--- src/rtl/ppu_pkg.sv ---
// Shared types for the PPU output packer: FSM encoding, packed FIFO word, lane strobes.
// Latency: n/a (types and a combinational helper only).
// Backpressure: n/a.
package ppu_pkg;

    // Width of the address field carried in a buffered word
    localparam int PK_ADDR_W = 16;

    typedef enum logic [1:0] {
        PK_IDLE,
        PK_PACK,
        PK_DRAIN,
        PK_DONE
    } pk_state_t;

    typedef struct packed {
        logic [PK_ADDR_W-1:0] addr;
        logic [31:0]          data;
        logic [3:0]           strb;
    } pk_word_t;

    // Byte-lane enables for a word whose highest filled lane is 'lane'
    function automatic logic [3:0] lane_strb(input logic [1:0] lane);
        logic [3:0] s;
        case (lane)
            2'd0:    s = 4'b0001;
            2'd1:    s = 4'b0011;
            2'd2:    s = 4'b0111;
            default: s = 4'b1111;
        endcase
        return s;
    endfunction

endpackage

--- src/rtl/ppu_wb_fifo.sv ---
// Show-ahead synchronous FIFO of packed output words awaiting GLB write.
// Latency: a pushed word is visible at head the cycle after the push edge.
// Backpressure: push ignored when full unless a pop frees the slot in the same cycle.
module ppu_wb_fifo
    import ppu_pkg::*;
#(
    parameter int DEPTH = 4
) (
    input  logic     clk,
    input  logic     rst,
    input  logic     push,
    input  pk_word_t push_dat,
    input  logic     pop,
    output pk_word_t head,
    output logic     full,
    output logic     empty,
    output logic     single
);

    localparam int AW = $clog2(DEPTH);

    pk_word_t    mem [DEPTH];
    logic [AW:0] wr_ptr;
    logic [AW:0] rd_ptr;
    logic [AW:0] fill;
    logic        do_push;
    logic        do_pop;

    // Pointers carry one extra wrap bit so full and empty are distinguishable
    assign fill    = wr_ptr - rd_ptr;
    assign empty   = (fill == '0);
    assign full    = (fill == (AW+1)'(DEPTH));
    assign single  = (fill == (AW+1)'(1));
    assign do_pop  = pop && !empty;
    assign do_push = push && (!full || do_pop);
    assign head    = mem[rd_ptr[AW-1:0]];

    // Advance read/write pointers
    always_ff @(posedge clk or posedge rst) begin
        if (rst) begin
            wr_ptr <= '0;
            rd_ptr <= '0;
        end else begin
            if (do_push) wr_ptr <= wr_ptr + (AW+1)'(1);
            if (do_pop)  rd_ptr <= rd_ptr + (AW+1)'(1);
        end
    end

    // Storage has no reset: contents are only observed while non-empty
    always_ff @(posedge clk) begin
        if (do_push) mem[wr_ptr[AW-1:0]] <= push_dat;
    end

endmodule

--- src/rtl/ppu_out_packer.sv ---
// Packs PPU int8 results little-endian into 32-bit words and writes them to GLB with byte strobes.
// Latency: one cycle from the edge capturing a word's last byte to wr_en (empty FIFO).
// Backpressure: wr_ready stalls the FIFO head; input cannot stall, a full FIFO drops the word and sets overflow.
module ppu_out_packer
    import ppu_pkg::*;
#(
    parameter int ADDR_W     = 16,
    parameter int FIFO_DEPTH = 4,
    parameter int CNT_W      = 16
) (
    input  logic              clk,
    input  logic              rst,
    input  logic              start,
    input  logic [ADDR_W-1:0] base_addr,
    input  logic [CNT_W-1:0]  num_bytes,
    input  logic              in_valid,
    input  logic [7:0]        in_data,
    output logic              wr_en,
    input  logic              wr_ready,
    output logic [ADDR_W-1:0] wr_addr,
    output logic [31:0]       wr_data,
    output logic [3:0]        wr_strb,
    output logic              busy,
    output logic              done,
    output logic              overflow
);

    pk_state_t         state;
    logic [CNT_W-1:0]  byte_cnt;
    logic [CNT_W-1:0]  tile_len;
    logic [ADDR_W-1:0] word_addr;
    logic [31:0]       pack_dat;
    logic [1:0]        lane;
    logic              take;
    logic              last_byte;
    logic              commit;
    logic              pop;
    logic              fifo_full;
    logic              fifo_empty;
    logic              fifo_single;
    pk_word_t          commit_word;
    pk_word_t          head;

    assign lane      = byte_cnt[1:0];
    assign take      = (state == PK_PACK) && in_valid;
    assign last_byte = ((byte_cnt + CNT_W'(1)) == tile_len);
    assign commit    = take && ((lane == 2'd3) || last_byte);
    assign pop       = !fifo_empty && wr_ready;

    // Word as it would look after merging the incoming byte; lanes above it stay zero
    always_comb begin
        commit_word      = '0;
        commit_word.addr = PK_ADDR_W'(word_addr);
        commit_word.data = pack_dat | ({24'd0, in_data} << {lane, 3'b000});
        commit_word.strb = lane_strb(lane);
    end

    ppu_wb_fifo #(
        .DEPTH (FIFO_DEPTH)
    ) u_fifo (
        .clk      (clk),
        .rst      (rst),
        .push     (commit),
        .push_dat (commit_word),
        .pop      (pop),
        .head     (head),
        .full     (fifo_full),
        .empty    (fifo_empty),
        .single   (fifo_single)
    );

    // Tile FSM, byte counter, pack register, word address and sticky overflow
    always_ff @(posedge clk or posedge rst) begin
        if (rst) begin
            state     <= PK_IDLE;
            byte_cnt  <= '0;
            tile_len  <= '0;
            word_addr <= '0;
            pack_dat  <= '0;
            overflow  <= 1'b0;
        end else begin
            case (state)
                PK_IDLE: begin
                    if (start) begin
                        overflow  <= 1'b0;
                        tile_len  <= num_bytes;
                        word_addr <= base_addr;
                        byte_cnt  <= '0;
                        pack_dat  <= '0;
                        state     <= (num_bytes == '0) ? PK_DONE : PK_PACK;
                    end
                end
                PK_PACK: begin
                    if (take) begin
                        byte_cnt <= byte_cnt + CNT_W'(1);
                        if (commit) begin
                            // Address advances even for a dropped word so later words land correctly
                            pack_dat  <= '0;
                            word_addr <= word_addr + ADDR_W'(4);
                            if (fifo_full && !pop) overflow <= 1'b1;
                        end else begin
                            pack_dat <= commit_word.data;
                        end
                        if (last_byte) state <= PK_DRAIN;
                    end
                end
                PK_DRAIN: begin
                    // Leave as the final word transfers so done lands the very next cycle
                    if (fifo_empty || (fifo_single && pop)) state <= PK_DONE;
                end
                PK_DONE: begin
                    state <= PK_IDLE;
                end
                default: begin
                    state <= PK_IDLE;
                end
            endcase
        end
    end

    assign wr_en   = !fifo_empty;
    assign wr_addr = fifo_empty ? '0 : ADDR_W'(head.addr);
    assign wr_data = fifo_empty ? '0 : head.data;
    assign wr_strb = fifo_empty ? '0 : head.strb;
    assign busy    = (state != PK_IDLE);
    assign done    = (state == PK_DONE);

endmodule

--- config.mk ---
export PLATFORM = sky130hd
export DESIGN_NAME = ppu_out_packer
export DESIGN_NICKNAME = d
export VERILOG_FILES = /design/src/rtl/ppu_pkg.sv /design/src/rtl/ppu_wb_fifo.sv /design/src/rtl/ppu_out_packer.sv
export SDC_FILE = /design/constraint.sdc
export NUM_CORES = 1
export LEC_CHECK = 0
export CAP_MARGIN = 15
export CORE_MARGIN = 2
export CORE_UTILIZATION = 32
export DETAILED_ROUTE_END_ITERATION = 7
export GPL_ROUTABILITY_DRIVEN = 0
export MAX_ROUTING_LAYER = met4
export PLACE_DENSITY = 0.58
export SLEW_MARGIN = 20
export SYNTH_ARGS = -nofsm -noshare
export SYNTH_HDL_FRONTEND = slang
export SYNTH_SLANG_ARGS = --single-unit
export TNS_END_PERCENT = 50
--- constraint.sdc ---
create_clock -name clk -period 5.68 [get_ports clk]
set_input_delay 0.568 -clock clk [delete_from_list [all_inputs] [get_ports clk]]
set_output_delay 0.568 -clock clk [all_outputs]
set_load 0.02 [all_outputs]
# [Yosys cells after proc, flatten, opt, wreduce, memory -nomap -nowiden]
# Memory sizes are Yosys's and may differ from the RTL's.
# Cells that the tools add are included.
[totals] reg_bits=89 ramBits=208 in_bits=45 out_inout_bits=56 word_cells=83 memories=1
[memory_table] name="u_fifo.mem" depth=4 word_bits=52 rd=1 rd_clocked_by_memory_dff=0 wr=1 line="ppu_wb_fifo.sv:22" source="pk_word_t mem [DEPTH];"
[op_classes] add_sub_neg=5 n_eq_ne=15 shift=1 n_mux=28 n_bitwise=1 n_reduce_logical=24
[op_table] op="$mux W32" count=4
[op_table] op="$mux W16" count=6
[op_table] op="$pmux W16 S2" count=2
[op_table] op="$pmux W32 S2" count=1
[op_table] op="$or A32 B32 Y32" count=1
[op_table] op="$shl A8 B5 Y32" count=1
[op_table] op="$add A16 B1 Y16 const B" count=1
[op_table] op="$add A16 B3 Y16 const B" count=1
[op_table] op="$eq A16 B16 Y1" count=1
[op_table] op="$logic_not A16 Y1" count=1
[op_table] op="$pmux W4 S3" count=1
[op_table] op="$mux W2" count=5
[op_table] op="$eq A2 B2 Y1 const B" count=4
[op_table] op="$ne A2 B2 Y1 const B" count=4
[op_table] op="$pmux W2 S4" count=1
[op_table] op="$reduce_and A4 Y1" count=2
[op_table] op="$logic_and A1 B1 Y1" count=7
[op_table] op="$add A3 B1 Y3 const B" count=2
[op_table] op="$mux W1" count=6
[op_table] op="$reduce_and A5 Y1" count=1
[op_table] op="$eq A2 B1 Y1 const B" count=2
[op_table] op="$logic_not A2 Y1" count=2
[op_table] op="$mux W4" count=1
[op_table] op="$ne A2 B1 Y1 const B" count=2
[op_table] op="other kinds (10)" count=15

# [Depth between registers and ports, before layout]
[logic_depth] ltp_word=10 mapped_depth=12 depth_no_buf=10

# [Hierarchy]
# Synthesis repeated with hierarchy kept, for this count alone.
[hier_totals] hier_cells=848 area_unflattened_um2=13018.7
[by_module_without_submodules] mod="ppu_wb_fifo" n_inst=1 cells_per_inst=316 area_per_inst_um2=7976.4 seq_area_each_um2=6396.1
[by_module_without_submodules] mod="ppu_out_packer" n_inst=1 cells_per_inst=532 area_per_inst_um2=5042.3 seq_area_each_um2=2077.0

# [Least setup slack after synthesis]
# Ideal clock, no wire load.
[synth_path] kind="register to register" start="register byte_cnt[0]" end="memory u_fifo.mem[0][10] (netlist name), enable pin" setup_time_ns=0.414 t_arrival_ns=3.970 t_required_ns=5.266 slack_ns=1.296 path_stages_with_launch=11 n_path_buf=2 period_less_slack_ns=4.384 cell_sequence="dfrtp_1 -> ha_1 -> and4_1 -> buf_4 -> and2_4 -> buf_6 -> and4_1 -> or4_4 -> o41a_4 -> nor3_4 -> and2_1"
[synth_via] elab_chain_cells=7 word_cells_on_any_way=8 classes_between="add/sub (1); eq/ne (2); mux (2); reduce/logical (3)"
[synth_lines] element="start, declared" line="ppu_out_packer.sv:29" source="logic [CNT_W-1:0] byte_cnt;"
[synth_lines] element="start signal, assigned" line="ppu_out_packer.sv:95" source="byte_cnt <= byte_cnt + CNT_W'(1);"
[synth_lines] element="$add A16 B1 Y16" line="ppu_out_packer.sv:46" source="assign last_byte = ((byte_cnt + CNT_W'(1)) == tile_len);"
[synth_lines] element="$eq A16 B16 Y1" line="ppu_out_packer.sv:46"
[synth_lines] element="$logic_or A1 B1 Y1 *" line="ppu_out_packer.sv:47" source="assign commit = take && ((lane == 2'd3) || last_byte);"
[synth_lines] element="$logic_and A1 B1 Y1 *" line="ppu_out_packer.sv:47"
[synth_lines] element="$logic_and A1 B1 Y1 *" line="ppu_wb_fifo.sv:35" source="assign do_push = push && (!full || do_pop);"
[synth_lines] element="$mux W1 *" line="ppu_wb_fifo.sv:51" source="if (do_push) mem[wr_ptr[AW-1:0]] <= push_dat;"
[synth_lines] element="$mux W1 (implied by the code) *" line="ppu_wb_fifo.sv:51"
[synth_lines] element="end, declared" line="ppu_wb_fifo.sv:22"
# Mark *: on every way between the ends. The rest lies on a longest branch, timed or not.

# [Worst setup path after layout]
[layout_path] start="register byte_cnt[0]" end="memory u_fifo.mem[1][21] (netlist name), enable pin"
# Same word-level chain as after synthesis.

==> qor.csv <==
stage;metric;value;unit
critical_path;worst-path cell with the longest stage delay;sky130_fd_sc_hd__and2_2;
clock_tree;count of clock tree sinks;293;
sta;summed negative setup slack over all endpoints;0;ps
critical_path;Critical Path Sink Type;flip-flop;
critical_path;maximum fanout count along the critical path;26;
logic_synthesis;leading post-synthesis cells by cell area;sky130_fd_sc_hd__edfxtp_1, sky130_fd_sc_hd__dfrtp_1, sky130_fd_sc_hd__mux4_2;
sta;WHS;481;ps
floorplan;die height;203;um
cells_and_area;post-layout util;39.4;%
sta;setup-violating endpoint count in the final report;0;
grt;wire length of the first global-routing pass;46.0;mm
sta;final critical-path share of the clock period;79.5;%
clock_tree;CTS clk-pin slew, worst paths;60;ps
run;Maximum Capacitance Violations;0;
sta;fmax;0.221;GHz
logic_synthesis;synthesized area;12700;sq um
cells_and_area;area of all sequential standard cells;8360;sq um
critical_path;biggest cell delay along the critical path;720;ps
route;post-DR vias/cell;4.99;
placement;number of port buffers;100;
logic_synthesis;Mapped Cells;854;
cells_and_area;Cell Count, Final, Fillers Out;1497;
placement;Post-Place Setup Slack;1170;ps
min_path;class of the tightest hold or removal check;flip-flop to flip-flop;
critical_path;Setup CP Type;flip-flop to flip-flop;
grt;number of antenna violations at the first check in global routing;2;
logic_synthesis;number of distinct library cell variants in the gate-level netlist after synthesis;60;
power;Peak VDD IR;257;uV
clock_tree;number of H-tree branching levels;2;
clock_tree;post-CTS setup-driven buffer insertion count;0;
clock_tree;Resize count post-CTS;0;
grt;aggregate global-route resource usage;14.9;%
sta;count of final max-slew check failures;0;
grt;number of global-route vias before repair;7809;
placement;total cell area at the placement stage;14300;sq um
route;vias after detailed routing;7475;
power;PD cells;549;nW/um^2
critical_path;Critical Path Start Type;flip-flop;
logic_synthesis;net count after synthesis;916;
route;DRT antenna net count;0;
critical_path;cells traversed along the worst timing path;ha_1 > and4_1 > nand4_1 > xnor2_1 > or4_4 > o41a_4 > nor3_4 > and2_2 > buf_12;
floorplan;total core area;38900;sq um
floorplan;number of placement rows;72;
cells_and_area;fraction of layout cells with a size suffix above 1;15.5;%
placement;DP HPWL;19.1;mm
sta;minimum period implied by the final worst setup slack;4520;ps
sta;Hold Vio Cnt, Final;0;
critical_path;Worst Path Required;5870;ps
cells_and_area;total area of multi-input combinational cells;4080;sq um
floorplan;Die Wd;203;um
sta;Fin Clk Skew;20.0;ps
logic_synthesis;most used standard cell by instance count after synthesis;sky130_fd_sc_hd__edfxtp_1;
cells_and_area;Area Overhead vs Synth;21.0;%
floorplan;Boundary Pins;101;
logic_synthesis;number of register bits inferred by synthesis;293;
logic_synthesis;Post-synth EDFFs;204;
clock_tree;maximum clock insertion buffer count;3;
logic_synthesis;FFs w/ async S/R, synth;30.4;%
cells_and_area;final std cell area, no fill;15300;sq um
critical_path;arrival time at the worst endpoint;4710;ps
sta;Worst Max-Slew Pin Slew;971;ps
logic_synthesis;area share of the largest cell type after synthesis;48.3;%
floorplan;Starting Density;32.6;%
sta;RSZ-0062 raised after global routing;no;
route;Detailed Route Iter0 Violations;514;
clock_tree;hold-fix buffers at CTS;0;
clock_tree;CTS tree;yes;
route;TritonRoute pass-1 iters;5;
grt;largest net degree at the start of global routing;54;
power;static leakage power;5.66;nW
placement;post-placement cell count;1434;
critical_path;buffering stage count on the worst path with inverters included;1;
route;Total Wirelength;29.2;mm
logic_synthesis;cell accounting for the most synthesized area;sky130_fd_sc_hd__edfxtp_1;
clock_tree;cts bufs inserted;34;
route;Residual DRC;0;
clock_tree;latest clock arrival within the worst-skew pair;510;ps
logic_synthesis;Syn. warnings;0;
cells_and_area;Final #Nets;1014;
cells_and_area;total of fill cells in the finished design;3678;
grt;total congestion overflow after global routing;0;
clock_tree;buffer type at the clock tree root;sky130_fd_sc_hd__clkbuf_16;
logic_synthesis;Post-Syn Area per Cell;14.9;sq um
logic_synthesis;most instantiated flip-flop cell in the synthesis netlist;sky130_fd_sc_hd__edfxtp_1;
run_status;status;finished, final reports clean;
sta;worst-case headroom to the max-slew limit;34.7;%
sta;smallest setup slack after layout;1160;ps
power;total power of the final layout;8.42;mW
logic_synthesis;share of the yosys chip area belonging to registers;65.8;%
route;average routed wire per standard cell;19.5;um
floorplan;die area;41300;sq um
critical_path;cell family with most CP delay;simple AND/OR/NAND/NOR gates;
logic_synthesis;top cells by instance count after synthesis;sky130_fd_sc_hd__edfxtp_1, sky130_fd_sc_hd__dfrtp_1, sky130_fd_sc_hd__nor2_1, sky130_fd_sc_hd__and2_1, sky130_fd_sc_hd__mux4_2;
-- final cells by class --
class                   count  share of cell area [%]
clock buffers              47                    6.33
clock inverters            15                   0.815
multi-input cells         497                    26.6
repair buffers            111                    7.22
flip-flops and latches    293                    54.5
well taps                 518                    4.22
diodes                      1                  0.0163
inverters                  15                   0.383
-- registers in the layout, indices dropped and copies added, names as in the netlist --
name,flops
u_fifo.mem,204
state,2
u_fifo.rd_ptr,3
overflow,1
pack_dat,32
byte_cnt,16
tile_len,16
word_addr,16
u_fifo.wr_ptr,3
-- routing by layer --
metal / GRT usage [%] / vias to the layer above / wire (um) / share of wire (%)
met4: 4.56 / 0 / 716 / 2.5
met1: 19.4 / 3754 / 12800 / 44
met2: 23.6 / 223 / 14000 / 48
met3: 2.74 / 46 / 1630 / 5.6
li1: - / 3452 / - / -
met5: - / - / 0 / 0
-- report_power, final --
group	switching (mW)	total, mW	internal (mW)
logic	1.80	3.32	1.52
clock network	0.847	2.10	1.25
registers	0.303	3.00	2.70
-- layout by cell type, fill, tap and decap left out, drive strengths merged, types with 7 or more instances in the layout --
master and count:
a21o 33, a21oi 34, a22o 8, a31oi 11, and2 58, buf 11, clkbuf 47, clkdlybuf4s50 100
clkinv 13, dfrtp 89, edfxtp 204, ha 16, inv 16, mux2 17, mux4 51, nand2 36
nand3 14, nand4 13, nor2 63, nor3 10, nor4 7, o21ai 28, xnor2 12, xor2 16
-- logic make-up after synthesis --
group	after synthesis	synth area share, %
XOR/XNOR	28	1.99
AO/OA/AOI/OAI	153	8.20
adder cells (fa/ha/maj)	17	1.74
AND/OR/NAND/NOR	228	9.34
flip-flops	293	65.8
multiplexers	71	10.8
buffers and inverters	64	2.10
-- final timing paths --
check / end / slack (ps) / depth (start not counted) / from
worst max-delay path: u_fifo.mem[1][21] / 1160 / 9 / byte_cnt[0]
worst min-delay path: pack_dat[31] / 480 / 1 / pack_dat[31]
worst max register to register: u_fifo.mem[1][21] / 1160 / 9 / byte_cnt[0]
worst min register to register: pack_dat[31] / 480 / 1 / pack_dat[31]
max in group asynchronous: u_fifo.rd_ptr[0] / 4080 / 3 / rst
min in group asynchronous: tile_len[3] / 560 / 2 / rst
Note: power is estimated with default switching activity, not from simulation.
